## src/rtl/macc_seq_ctrl_if.sv

```systemverilog
//------------------------------------------------------------------------------
// Module   : macc_seq_ctrl_if
// Brief    : Operand stream, multiplier link and result port of the MACC
//            window sequencer.
// Revision : 1.0 - initial release
//------------------------------------------------------------------------------
`default_nettype none

interface macc_seq_ctrl_if #(
  parameter int ACC_W = 20
);
  // operand stream
  logic             i_s_valid;
  logic             o_s_ready;
  logic [7:0]       i_s_x;
  logic [7:0]       i_s_y;
  logic [ACC_W-1:0] i_bias;
  // external Booth multiplier
  logic [7:0]       o_mul_x;
  logic [7:0]       o_mul_y;
  logic [14:0]      i_mul_p;
  // result stream and status
  logic             o_m_valid;
  logic             i_m_ready;
  logic [ACC_W-1:0] o_m_data;
  logic             o_m_ovf;
  logic             o_busy;

  // sequencer side
  modport slave (
    input  i_s_valid, i_s_x, i_s_y, i_bias, i_mul_p, i_m_ready,
    output o_s_ready, o_mul_x, o_mul_y, o_m_valid, o_m_data, o_m_ovf, o_busy
  );

  // environment side (operand source, multiplier, result sink)
  modport master (
    output i_s_valid, i_s_x, i_s_y, i_bias, i_mul_p, i_m_ready,
    input  o_s_ready, o_mul_x, o_mul_y, o_m_valid, o_m_data, o_m_ovf, o_busy
  );
endinterface

`default_nettype wire

```

## src/rtl/macc_seq_ctrl.sv

```systemverilog
//------------------------------------------------------------------------------
// Module   : macc_seq_ctrl
// Brief    : Time-shares one external 8x8 Booth multiplier across a window of
//            KLEN operand pairs and accumulates bias + sum of products with
//            saturation. Three-stage pipeline: operands, product, accumulator.
// Revision : 1.0 - initial release
//------------------------------------------------------------------------------
`default_nettype none

module macc_seq_ctrl #(
  parameter int KLEN  = 9,
  parameter int ACC_W = 20
) (
  input  logic                 i_clk,
  input  logic                 i_rst_n,
  input  logic                 i_clear,
  macc_seq_ctrl_if.slave       bus
);

  typedef enum logic [1:0] {
    S_IDLE  = 2'd0,
    S_RUN   = 2'd1,
    S_DRAIN = 2'd2,
    S_OUT   = 2'd3
  } state_t;

  localparam logic [7:0]       c_last_beat = 8'(KLEN - 1);
  localparam logic [ACC_W-1:0] c_acc_max   = {1'b0, {(ACC_W-1){1'b1}}};
  localparam logic [ACC_W-1:0] c_acc_min   = {1'b1, {(ACC_W-1){1'b0}}};

  state_t           r_state, w_state_nxt;
  logic [7:0]       r_cnt;
  logic             r_p1_vld, r_p1_first;
  logic [7:0]       r_mul_x, r_mul_y;
  logic [ACC_W-1:0] r_bias;
  logic             r_p2_vld, r_p2_first;
  logic [ACC_W-1:0] r_prod;
  logic [ACC_W-1:0] r_acc;
  logic             r_ovf;
  logic             r_m_valid;
  logic [ACC_W-1:0] r_m_data;
  logic             r_m_ovf;

  logic             w_s_ready, w_accept, w_first_beat, w_last_beat;
  logic [ACC_W-1:0] w_base, w_sum_sat;
  logic [ACC_W:0]   w_sum;
  logic             w_sat;

  // -128 has no positive counterpart in 8 bits; replacing it keeps every
  // product inside the multiplier's 15-bit signed output.
  function automatic logic [7:0] clamp8(input logic [7:0] v);
    return (v == 8'h80) ? 8'h81 : v;
  endfunction

  // Beats are taken only while collecting a window; clear/reset block them.
  assign w_s_ready    = i_rst_n & ~i_clear & ((r_state == S_IDLE) | (r_state == S_RUN));
  assign w_accept     = bus.i_s_valid & w_s_ready;
  assign w_first_beat = (r_cnt == 8'd0);
  assign w_last_beat  = (r_cnt == c_last_beat);

  // Next-state decode; clear wins over everything else
  always_comb begin
    w_state_nxt = r_state;
    if (i_clear) begin
      w_state_nxt = S_IDLE;
    end else begin
      case (r_state)
        S_IDLE:  if (w_accept) w_state_nxt = S_RUN;
        S_RUN:   if (w_accept && w_last_beat) w_state_nxt = S_DRAIN;
        S_DRAIN: if (!r_p1_vld && !r_p2_vld) w_state_nxt = S_OUT;
        S_OUT:   if (r_m_valid && bus.i_m_ready) w_state_nxt = S_IDLE;
        default: w_state_nxt = S_IDLE;
      endcase
    end
  end

  // State register and beat counter
  always_ff @(posedge i_clk) begin
    if (!i_rst_n) begin
      r_state <= S_IDLE;
      r_cnt   <= 8'd0;
    end else begin
      r_state <= w_state_nxt;
      if (i_clear)
        r_cnt <= 8'd0;
      else if (w_accept)
        r_cnt <= w_last_beat ? 8'd0 : r_cnt + 8'd1;
    end
  end

  // P1: clamped operand registers driving the multiplier, bias capture
  always_ff @(posedge i_clk) begin
    if (!i_rst_n) begin
      r_p1_vld   <= 1'b0;
      r_p1_first <= 1'b0;
      r_mul_x    <= 8'd0;
      r_mul_y    <= 8'd0;
      r_bias     <= '0;
    end else begin
      r_p1_vld <= w_accept;
      if (w_accept) begin
        r_mul_x    <= clamp8(bus.i_s_x);
        r_mul_y    <= clamp8(bus.i_s_y);
        r_p1_first <= w_first_beat;
        if (w_first_beat)
          r_bias <= bus.i_bias;
      end
    end
  end

  // P2: sign-extended product register with first-of-window tag
  always_ff @(posedge i_clk) begin
    if (!i_rst_n) begin
      r_p2_vld   <= 1'b0;
      r_p2_first <= 1'b0;
      r_prod     <= '0;
    end else begin
      r_p2_vld <= r_p1_vld & ~i_clear;
      if (r_p1_vld) begin
        r_prod     <= {{(ACC_W-15){bus.i_mul_p[14]}}, bus.i_mul_p};
        r_p2_first <= r_p1_first;
      end
    end
  end

  // Saturating add one bit wider than the accumulator
  assign w_base    = r_p2_first ? r_bias : r_acc;
  assign w_sum     = {w_base[ACC_W-1], w_base} + {r_prod[ACC_W-1], r_prod};
  assign w_sat     = w_sum[ACC_W] ^ w_sum[ACC_W-1];
  assign w_sum_sat = w_sat ? (w_sum[ACC_W] ? c_acc_min : c_acc_max) : w_sum[ACC_W-1:0];

  // P3: accumulator and sticky overflow, restarted by the first product
  always_ff @(posedge i_clk) begin
    if (!i_rst_n) begin
      r_acc <= '0;
      r_ovf <= 1'b0;
    end else if (r_p2_vld && !i_clear) begin
      r_acc <= w_sum_sat;
      r_ovf <= r_p2_first ? w_sat : (r_ovf | w_sat);
    end
  end

  // Output register: loaded once the drain completes, held under backpressure
  always_ff @(posedge i_clk) begin
    if (!i_rst_n) begin
      r_m_valid <= 1'b0;
      r_m_data  <= '0;
      r_m_ovf   <= 1'b0;
    end else if (i_clear) begin
      r_m_valid <= 1'b0;
    end else if (r_state == S_DRAIN && w_state_nxt == S_OUT) begin
      r_m_valid <= 1'b1;
      r_m_data  <= r_acc;
      r_m_ovf   <= r_ovf;
    end else if (r_m_valid && bus.i_m_ready) begin
      r_m_valid <= 1'b0;
    end
  end

  assign bus.o_s_ready = w_s_ready;
  assign bus.o_mul_x   = r_mul_x;
  assign bus.o_mul_y   = r_mul_y;
  assign bus.o_m_valid = r_m_valid;
  assign bus.o_m_data  = r_m_data;
  assign bus.o_m_ovf   = r_m_ovf;
  assign bus.o_busy    = (r_state != S_IDLE);

endmodule

`default_nettype wire

```

## src/flat_wrapper.sv

```systemverilog
// flat-port wrapper written by rule: the top's interface ports become plain ports
module macc_seq_ctrl_flat 
#(
  parameter int KLEN  = 9,
  parameter int ACC_W = 20
)
  (i_clk, i_rst_n, i_clear, bus_i_s_valid, bus_i_s_x, bus_i_s_y, bus_i_bias, bus_i_mul_p, bus_i_m_ready, bus_o_s_ready, bus_o_mul_x, bus_o_mul_y, bus_o_m_valid, bus_o_m_data, bus_o_m_ovf, bus_o_busy);
  macc_seq_ctrl_if #(.ACC_W(ACC_W)) bus_i ();
  input  logic i_clk;
  input  logic i_rst_n;
  input  logic i_clear;
  input wire logic [$bits(bus_i.i_s_valid)-1:0] bus_i_s_valid;
  input wire logic [$bits(bus_i.i_s_x)-1:0] bus_i_s_x;
  input wire logic [$bits(bus_i.i_s_y)-1:0] bus_i_s_y;
  input wire logic [$bits(bus_i.i_bias)-1:0] bus_i_bias;
  input wire logic [$bits(bus_i.i_mul_p)-1:0] bus_i_mul_p;
  input wire logic [$bits(bus_i.i_m_ready)-1:0] bus_i_m_ready;
  output wire logic [$bits(bus_i.o_s_ready)-1:0] bus_o_s_ready;
  output wire logic [$bits(bus_i.o_mul_x)-1:0] bus_o_mul_x;
  output wire logic [$bits(bus_i.o_mul_y)-1:0] bus_o_mul_y;
  output wire logic [$bits(bus_i.o_m_valid)-1:0] bus_o_m_valid;
  output wire logic [$bits(bus_i.o_m_data)-1:0] bus_o_m_data;
  output wire logic [$bits(bus_i.o_m_ovf)-1:0] bus_o_m_ovf;
  output wire logic [$bits(bus_i.o_busy)-1:0] bus_o_busy;
  assign bus_i.i_s_valid = bus_i_s_valid;
  assign bus_i.i_s_x = bus_i_s_x;
  assign bus_i.i_s_y = bus_i_s_y;
  assign bus_i.i_bias = bus_i_bias;
  assign bus_i.i_mul_p = bus_i_mul_p;
  assign bus_i.i_m_ready = bus_i_m_ready;
  assign bus_o_s_ready = bus_i.o_s_ready;
  assign bus_o_mul_x = bus_i.o_mul_x;
  assign bus_o_mul_y = bus_i.o_mul_y;
  assign bus_o_m_valid = bus_i.o_m_valid;
  assign bus_o_m_data = bus_i.o_m_data;
  assign bus_o_m_ovf = bus_i.o_m_ovf;
  assign bus_o_busy = bus_i.o_busy;
  macc_seq_ctrl #(.KLEN(KLEN), .ACC_W(ACC_W)) u_core (.i_clk(i_clk), .i_rst_n(i_rst_n), .i_clear(i_clear), .bus(bus_i));
endmodule
```

## config.mk

```make
export PLATFORM = sky130hd
export DESIGN_NAME = macc_seq_ctrl_flat
export DESIGN_NICKNAME = d
export VERILOG_FILES = /design/src/rtl/macc_seq_ctrl_if.sv /design/src/rtl/macc_seq_ctrl.sv /design/src/flat_wrapper.sv
export SDC_FILE = /design/constraint.sdc
export NUM_CORES = 1
export LEC_CHECK = 0
export ABC_AREA = 1
export BUFFER_PORTS_ARGS = -buffer_cell sky130_fd_sc_hd__buf_2
export CORE_AREA = 2 2 151 153
export DETAILED_ROUTE_END_ITERATION = 8
export DIE_AREA = 0 0 153 155
export GPL_ROUTABILITY_DRIVEN = 1
export PLACE_DENSITY = 0.41
export SKIP_CTS_REPAIR_TIMING = 1
export SYNTH_ARGS = -nofsm -noshare
export SYNTH_HDL_FRONTEND = slang
export SYNTH_SLANG_ARGS = --single-unit
```

## constraint.sdc

```tcl
create_clock -name i_clk -period 5.1 [get_ports i_clk]
set_input_delay 0.765 -clock i_clk [delete_from_list [all_inputs] [get_ports i_clk]]
set_output_delay 0.765 -clock i_clk [all_outputs]
set_load 0.005 [all_outputs]
```

==> reports/metrics.yaml, run 1 <==
async_flop_share: 0
finalHoldViolCount: 0
ys_seq_elements: 108
rows: 55
synth-edff-count: 0
crit_family: "simple AND/OR/NAND/NOR gates"
rsz0062_at_grt: "false"
cts.htree.levels: 3
grt_max_degree: 92
clock_path_buffers: 2
netlist_instances: 796
ys_seq_area_frac: 0.3961
slew_headroom: 0.4663
clock_latency_ns: 0.36
ys.flop_type: "dfxtp_1"
finalCriticalPeriod_ns: 3.765
routed_via_density: 4.400
hold_depth: 2
coreArea_um2: 22230
synth_nets: 875
clock.fmax_mhz: 265.6
worst-path-max-fanout: 22
portBuffers: 95
worstSetupStartpointType: "register"
grt_pass1_vias: 5244
clk_pin_slew_worst_paths_ns: 0.08
syn_to_final_growth_pct: 18.64
hpwlAfterDp_mm: 12.63
status: "completed"
place_inst: 1146
pwr_density_cell_nw_per_um2: 286.5
num_vias: 5113
netlist_area_um2: 5458
setup-tns-final_ns: 0
critPathCaptureType: "register"
crit_top_cell: "nand2_1"
power.leakage_uw: 0.003054
fin_worst_skew_ns: 0.01080
die_w_um: 153
final_cells: 1162
overflow: 0
slew_viol_final: 0
die_area_um2: 23720
drv_cap: 0
r2r-end: "u_core.r_acc[18]$_SDFFE_PN0P_"
detailedRoute.firstIterationViolations: 182
vdd_drop_max_uv: 167.5
postRouteAntennaNets: 0
hold_start: "u_core.r_p1_first$_SDFFE_PN0P_"
path_buf_inv: 1
antenna_found_initial: 1
wl_mm: 16.73
worstSetupPathType: "reg -> reg"
holdPathEnd: "u_core.r_p1_first$_SDFFE_PN0P_"
cts_buffers: 9
num-nets-final: 951
diodes: 0
r2r-start: "u_core.r_p2_first$_SDFFE_PN0P_"
tightest_slew_ns: 0.7994
synth_cell_type_count: 35
firstDrtPassIters: 5
cp_slowest_cell: "dfxtp_1"
gr-usage-all-layers: 0.1417
die_h_um: 155
hold_class: "reg -> reg"
syn_area_per_cell_um2: 6.856
synth_warnings: 0
tritoncts: "yes"
slowest_delay_ns: 0.85
grt_pass1_wl_mm: 26.79
drc: 0
cts_sinks: 108
initial_core_util: 0.2455
arrival_ns: 3.98
cts_root_buffer: "clkbuf_16"
layout-drive-gt1-share: 0.1448
path_cells: "inv_1 > nand2_1 > nand2_1 > ha_1 > fa_1 > nand3_1 > nand2_1 > nand3b_4 > nand3_1 > nand2_1 > nand2_1 > a21oi_4 > a21oi_1"
gp_congestion: 0.8039
avgRoutedWirePerCell_um: 14.40
hold_ws_ns: 0.4719
ios: 96
worstPathRequired_ns: 5.32
r2r_slack_ns: 1.34
finalSetupViolations: 0
reg2reg_depth: 13
finalCritPeriodShare: 0.7382
## placed cells by master (no fill, tap or decap), types with 3 or more instances in the layout
cell type	n
nor3_1	12
nand3_1	22
xnor2_1	4
nor2_1	154
dfxtp_1	108
nand2_1	177
nand4_1	10
buf_2	95
inv_2	4
inv_6	3
nand2_2	4
o21ai_0	97
o21bai_1	4
nor4_1	3
xor2_1	10
clkbuf_16	9
inv_1	57
o21ai_1	3
a21oi_1	54
ha_1	22
## area by class of cell
type / instances / area [um2]
Clock inverter: 7 / 113.9
Timing Repair Buffer: 96 / 483.0
Clock buffer: 9 / 225.2
Inverter: 62 / 232.7
Multi-Input combinational cell: 595 / 2902
Fill cell: 2516 / 15750
Sequential cell: 108 / 2162
Tap cell: 285 / 356.6
## cells by family (layout without fill, tap and decap cells)
family	count (synthesis)	count (layout)	share of synthesized area
compound gates	166	166	0.1598
flops	108	108	0.3961
simple gates	392	392	0.2953
buf+inv	93	174	0.07221
xor+xnor	14	14	0.02247
fa+ha+maj	23	23	0.05410
## per-stage QoR
stage | setup slack [ns] | power (uW) | util | instance area, um2
global route | 1.003 | 1947 | 0.2913 | 6475
finish | 1.335 | 1855 | 0.2913 | 6475
floorplan | 2.660 | 1009 | - | 5458
detailed placement | 1.373 | 1078 | 0.2760 | 6136
CTS | 1.349 | 1889 | 0.2913 | 6475
global placement | 1.371 | 1080 | 0.2760 | 6136
## worst max-delay path by stage
stage	startpoint	endpoint	slack, ns	cells after the start
after floorplan	u_core.r_p2_first$_SDFFE_PN0P_	u_core.r_acc[11]$_SDFFE_PN0P_	2.66	15
after global placement	u_core.r_p2_first$_SDFFE_PN0P_	u_core.r_acc[5]$_SDFFE_PN0P_	1.37	13
after detailed placement	u_core.r_p2_first$_SDFFE_PN0P_	u_core.r_acc[5]$_SDFFE_PN0P_	1.37	13
after CTS	u_core.r_p2_first$_SDFFE_PN0P_	u_core.r_acc[18]$_SDFFE_PN0P_	1.35	13
after global routing	u_core.r_p2_first$_SDFFE_PN0P_	u_core.r_acc[11]$_SDFFE_PN0P_	1.00	14
final	u_core.r_p2_first$_SDFFE_PN0P_	u_core.r_acc[18]$_SDFFE_PN0P_	1.34	13
## metal layers
layer  up-vias  part of all wire  GRT usage
li1       2724                 -          -
met1      2277              0.46     0.1702
met2        92              0.48     0.2498
met3        18             0.044    0.03705
met4         2             0.016    0.04101
met5         -           0.00066          0
## sequential cells by signal, summed over array words and instances, names as in the netlist, 2 cells and up
register	cells
u_core.bus.o_m_data	20
u_core.bus.o_mul_x	8
u_core.bus.o_mul_y	8
u_core.r_acc	20
u_core.r_bias	20
u_core.r_cnt	8
u_core.r_prod	15
u_core.r_state	2
## power breakdown
| part | switching, uW | internal [uW] | leakage, uW | total (uW) |
|---|---|---|---|---|
| clock | 356 | 444 | 0.000166 | 800 |
| combinational | 103 | 62.7 | 0.00201 | 166 |
| sequential | 20.2 | 869 | 0.000877 | 889 |
| total | 479 | 1380 | 0.00305 | 1860 |
## synthesized netlist by cell type (2+ instances only)
cell      count  area share
clkbuf_1     25       0.017
nand2_1     177        0.12
nand2_2       4      0.0046
xor2_1       10       0.016
nor2_1      154        0.11
nor4_1        3      0.0034
inv_1        57       0.039
xnor2_1       4      0.0064
o21bai_1      4      0.0055
dfxtp_1     108        0.40
ha_1         22       0.050
a21oi_1      54       0.050
a31oi_1       2      0.0023
o21ai_1       3      0.0028
nor3_1       12       0.011
o21ai_0      97       0.089
nand3_1      22       0.020
buf_6         6       0.012
and2_1        2      0.0023
nand4_1      10       0.011
inv_2         4      0.0028
nor3b_1       2      0.0028
nor2_4        2      0.0041
## worst register-to-register path, delay by kind of cell, from the launching register on
kind                     cells  cell delay (ns)
AO/OA/AOI/OAI                2             0.64
AND/OR/NAND/NOR              8             0.90
adder cells (fa/ha/maj)      2             0.68
buffers and inverters        1             0.57
flip-flops                   1             0.85
(Power assumes the default switching activity.)
==> inputs of run 2 (changes only) <==
- ABC_AREA: 1 -> 0
- CORE_AREA: 2 2 151 153 -> 2 2 149 151
- DIE_AREA: 0 0 153 155 -> 0 0 151 153
- clock period: 5.1 -> 3.65 ns (I/O delays scaled with it)
==> reports/metrics.yaml, run 2 <==
initial_core_util: 0.2455  # about the same
slew_viol_final: 0  # unchanged
gp_congestion: 0.8329  # +3.6%
drc: 0  # unchanged
slew_headroom: 0.2580  # -0.2083
netlist_instances: 637  # -20%
netlist_area_um2: 5274  # -3.4%
worst-path-max-fanout: 18  # -18%
synth-edff-count: 0  # unchanged
hpwlAfterDp_mm: 11.63  # -7.9%
grt_pass1_wl_mm: 24.36  # -9.1%
hold_class: "in -> reg"
postRouteAntennaNets: 0  # unchanged
worstSetupPathType: "reg -> reg"
critPathCaptureType: "register"
die_area_um2: 23100  # -2.6%
clock_latency_ns: 0.36  # about the same
synth_nets: 716  # -18%
setup-tns-final_ns: 0  # unchanged
slowest_delay_ns: 0.44  # -0.41 ns
num_vias: 4621  # -9.6%
finalSetupViolations: 0  # unchanged
async_flop_share: 0  # unchanged
die_h_um: 153  # -1.3%
place_inst: 990  # -14%
final_util: 0.2957  # +0.004353
detailedRoute.firstIterationViolations: 231  # +27%
antenna_found_initial: 0  # -1
cts_sinks: 108  # unchanged
cp_slowest_cell: "a2111oi_4"
worstSetupStartpointType: "register"
ios: 96  # unchanged
vdd_drop_max_uv: 225.0  # +34%
synth_warnings: 0  # unchanged
portBuffers: 95  # unchanged
diodes: 0  # unchanged
tritoncts: "yes"
final_common_cell: "nand2_1"
dp_slack_ns: 0.5012  # -0.8720 ns
worstPathRequired_ns: 3.93  # -1.39 ns
clock.fmax_mhz: 317.6  # +20%
num-nets-final: 800  # -16%
avgRoutedWirePerCell_um: 15.09  # +4.8%
rsz0062_at_grt: "false"
synth_cell_type_count: 61  # +74%
routed_via_density: 4.593  # +4.4%
grt_max_degree: 44  # -52%
tightest_slew_ns: 1.111  # +0.3118 ns
clk_pin_slew_worst_paths_ns: 0.08  # about the same
drv_cap: 0  # unchanged
clock_path_buffers: 2  # unchanged
ys.flop_type: "dfxtp_1"
cts_buffers: 9  # unchanged
reg2reg_depth: 10  # -3
arrival_ns: 3.43  # -0.55 ns
crit_family: "compound AO/OA/AOI/OAI gates"
final_cells: 1006  # -13%
cts_root_buffer: "clkbuf_16"
die_w_um: 151  # -1.3%
syn_area_per_cell_um2: 8.279  # +21%
layout-drive-gt1-share: 0.2231  # +0.07833
finalCritPeriodShare: 0.8626  # +0.1245
path_cells: "buf_4 > mux2_2 > ha_1 > and4_1 > and3_4 > a31oi_4 > a2111oi_4 > nor2_2 > a211o_4 > o21ai_0"
synth_common_cells: "nand2_1 (151), dfxtp_1 (108), a21oi_1 (95)"
status: "completed"
overflow: 0  # unchanged
r2r_slack_ns: 0.50  # -0.83 ns
yosysTopAreaCellShare: 0.4100  # +0.01382
ys_seq_elements: 108  # unchanged
ys_seq_area_frac: 0.4100  # +0.01382
worst-path-stages: 10  # -3
synth_area_leaders: "dfxtp_1 (41%), nand2_1 (11%), a21oi_1 (9.0%)"
synth_top_cell_by_area: "dfxtp_1"
firstDrtPassIters: 5  # unchanged
coreArea_um2: 21490  # -3.3%
setup_slack_ns: 0.5014  # -0.8340 ns
fin_worst_skew_ns: 0.009002  # -0.001802 ns
power_uw: 2400  # +29%
hold_depth: 3  # +1
power.leakage_uw: 0.002596  # -15%
mostFrequentLayoutCells: "nand2_1 (151), dfxtp_1 (108), a21oi_1 (95), buf_2 (95), nor2_1 (36)"
cts.htree.levels: 3  # unchanged
syn_to_final_growth_pct: 20.45
yosysMostFrequentCell: "nand2_1"
finalHoldViolCount: 0  # unchanged
finalCriticalPeriod_ns: 3.149  # -0.6160 ns
wl_mm: 15.19  # -9.2%
path_buf_inv: 1  # unchanged
rows: 54  # -1.8%
fillers: 2320  # -7.8%
pwr_density_cell_nw_per_um2: 377.9  # +32%
gr-usage-all-layers: 0.1337  # -0.008032
grt_pass1_vias: 4565  # -13%
-- run 2: worst min-delay path, stage by stage --
cell	delay [ns]
buf_2	0.08
mux2i_1	0.05
nor2_1	0.07
-- run 2: metal layers --
layer	up-vias	routed length, um	track usage	share of wire
li1	2385	-	-	-
met1	2132	7582	0.1855	0.50
met2	98	6827	0.2106	0.45
met3	6	660	0.02836	0.043
met4	0	115	0.03427	0.0076
met5	-	0	0	0
-- run 2: worst paths after layout --
path,startpoint,endpoint
min,bus_i_mul_p[12],u_core.r_prod[12]$_SDFFE_PN0P_
max reg2reg,u_core.r_p2_first$_SDFFE_PN0P_,u_core.r_acc[2]$_SDFFE_PN0P_
max,u_core.r_p2_first$_SDFFE_PN0P_,u_core.r_acc[2]$_SDFFE_PN0P_
min reg2reg,u_core.bus.o_m_data[0]$_SDFFE_PN0P_,u_core.bus.o_m_data[0]$_SDFFE_PN0P_
-- run 2: power breakdown --
part	internal, uW	switching [uW]
registers	1200	15.5
logic	71.9	101
clock network	540	472
-- run 2: final cells by class --
| class | count | area, um2 | share of cell area |
|---|---|---|---|
| clock buffers | 10 | 229.0 | 0.03604 |
| repair buffers | 109 | 593.1 | 0.09336 |
| multi-input cells | 487 | 2922 | 0.4599 |
| clock inverters | 6 | 73.82 | 0.01162 |
| flip-flops and latches | 108 | 2162 | 0.3404 |
| well taps | 280 | 350.3 | 0.05515 |
| inverters | 6 | 22.52 | 0.003545 |
-- run 2: logic make-up after synthesis --
| logic type | share of synthesized area |
|---|---|
| compound gates | 0.1870 |
| xor+xnor | 0.03820 |
| fa+ha+maj | 0.05599 |
| buf+inv | 0.03985 |
| flops | 0.4100 |
| mux | 0.07307 |
| simple gates | 0.1960 |
-- run 2: metrics by stage --
stage / cell area, um2 / hold slack [ns]
CTS: 6352 / 0.4125
detailed placement: 6050 / 0.4440
global placement: 6050 / 0.4423
floorplan: 5274 / 0.4284
global route: 6352 / 0.4232
finish: 6352 / 0.4253
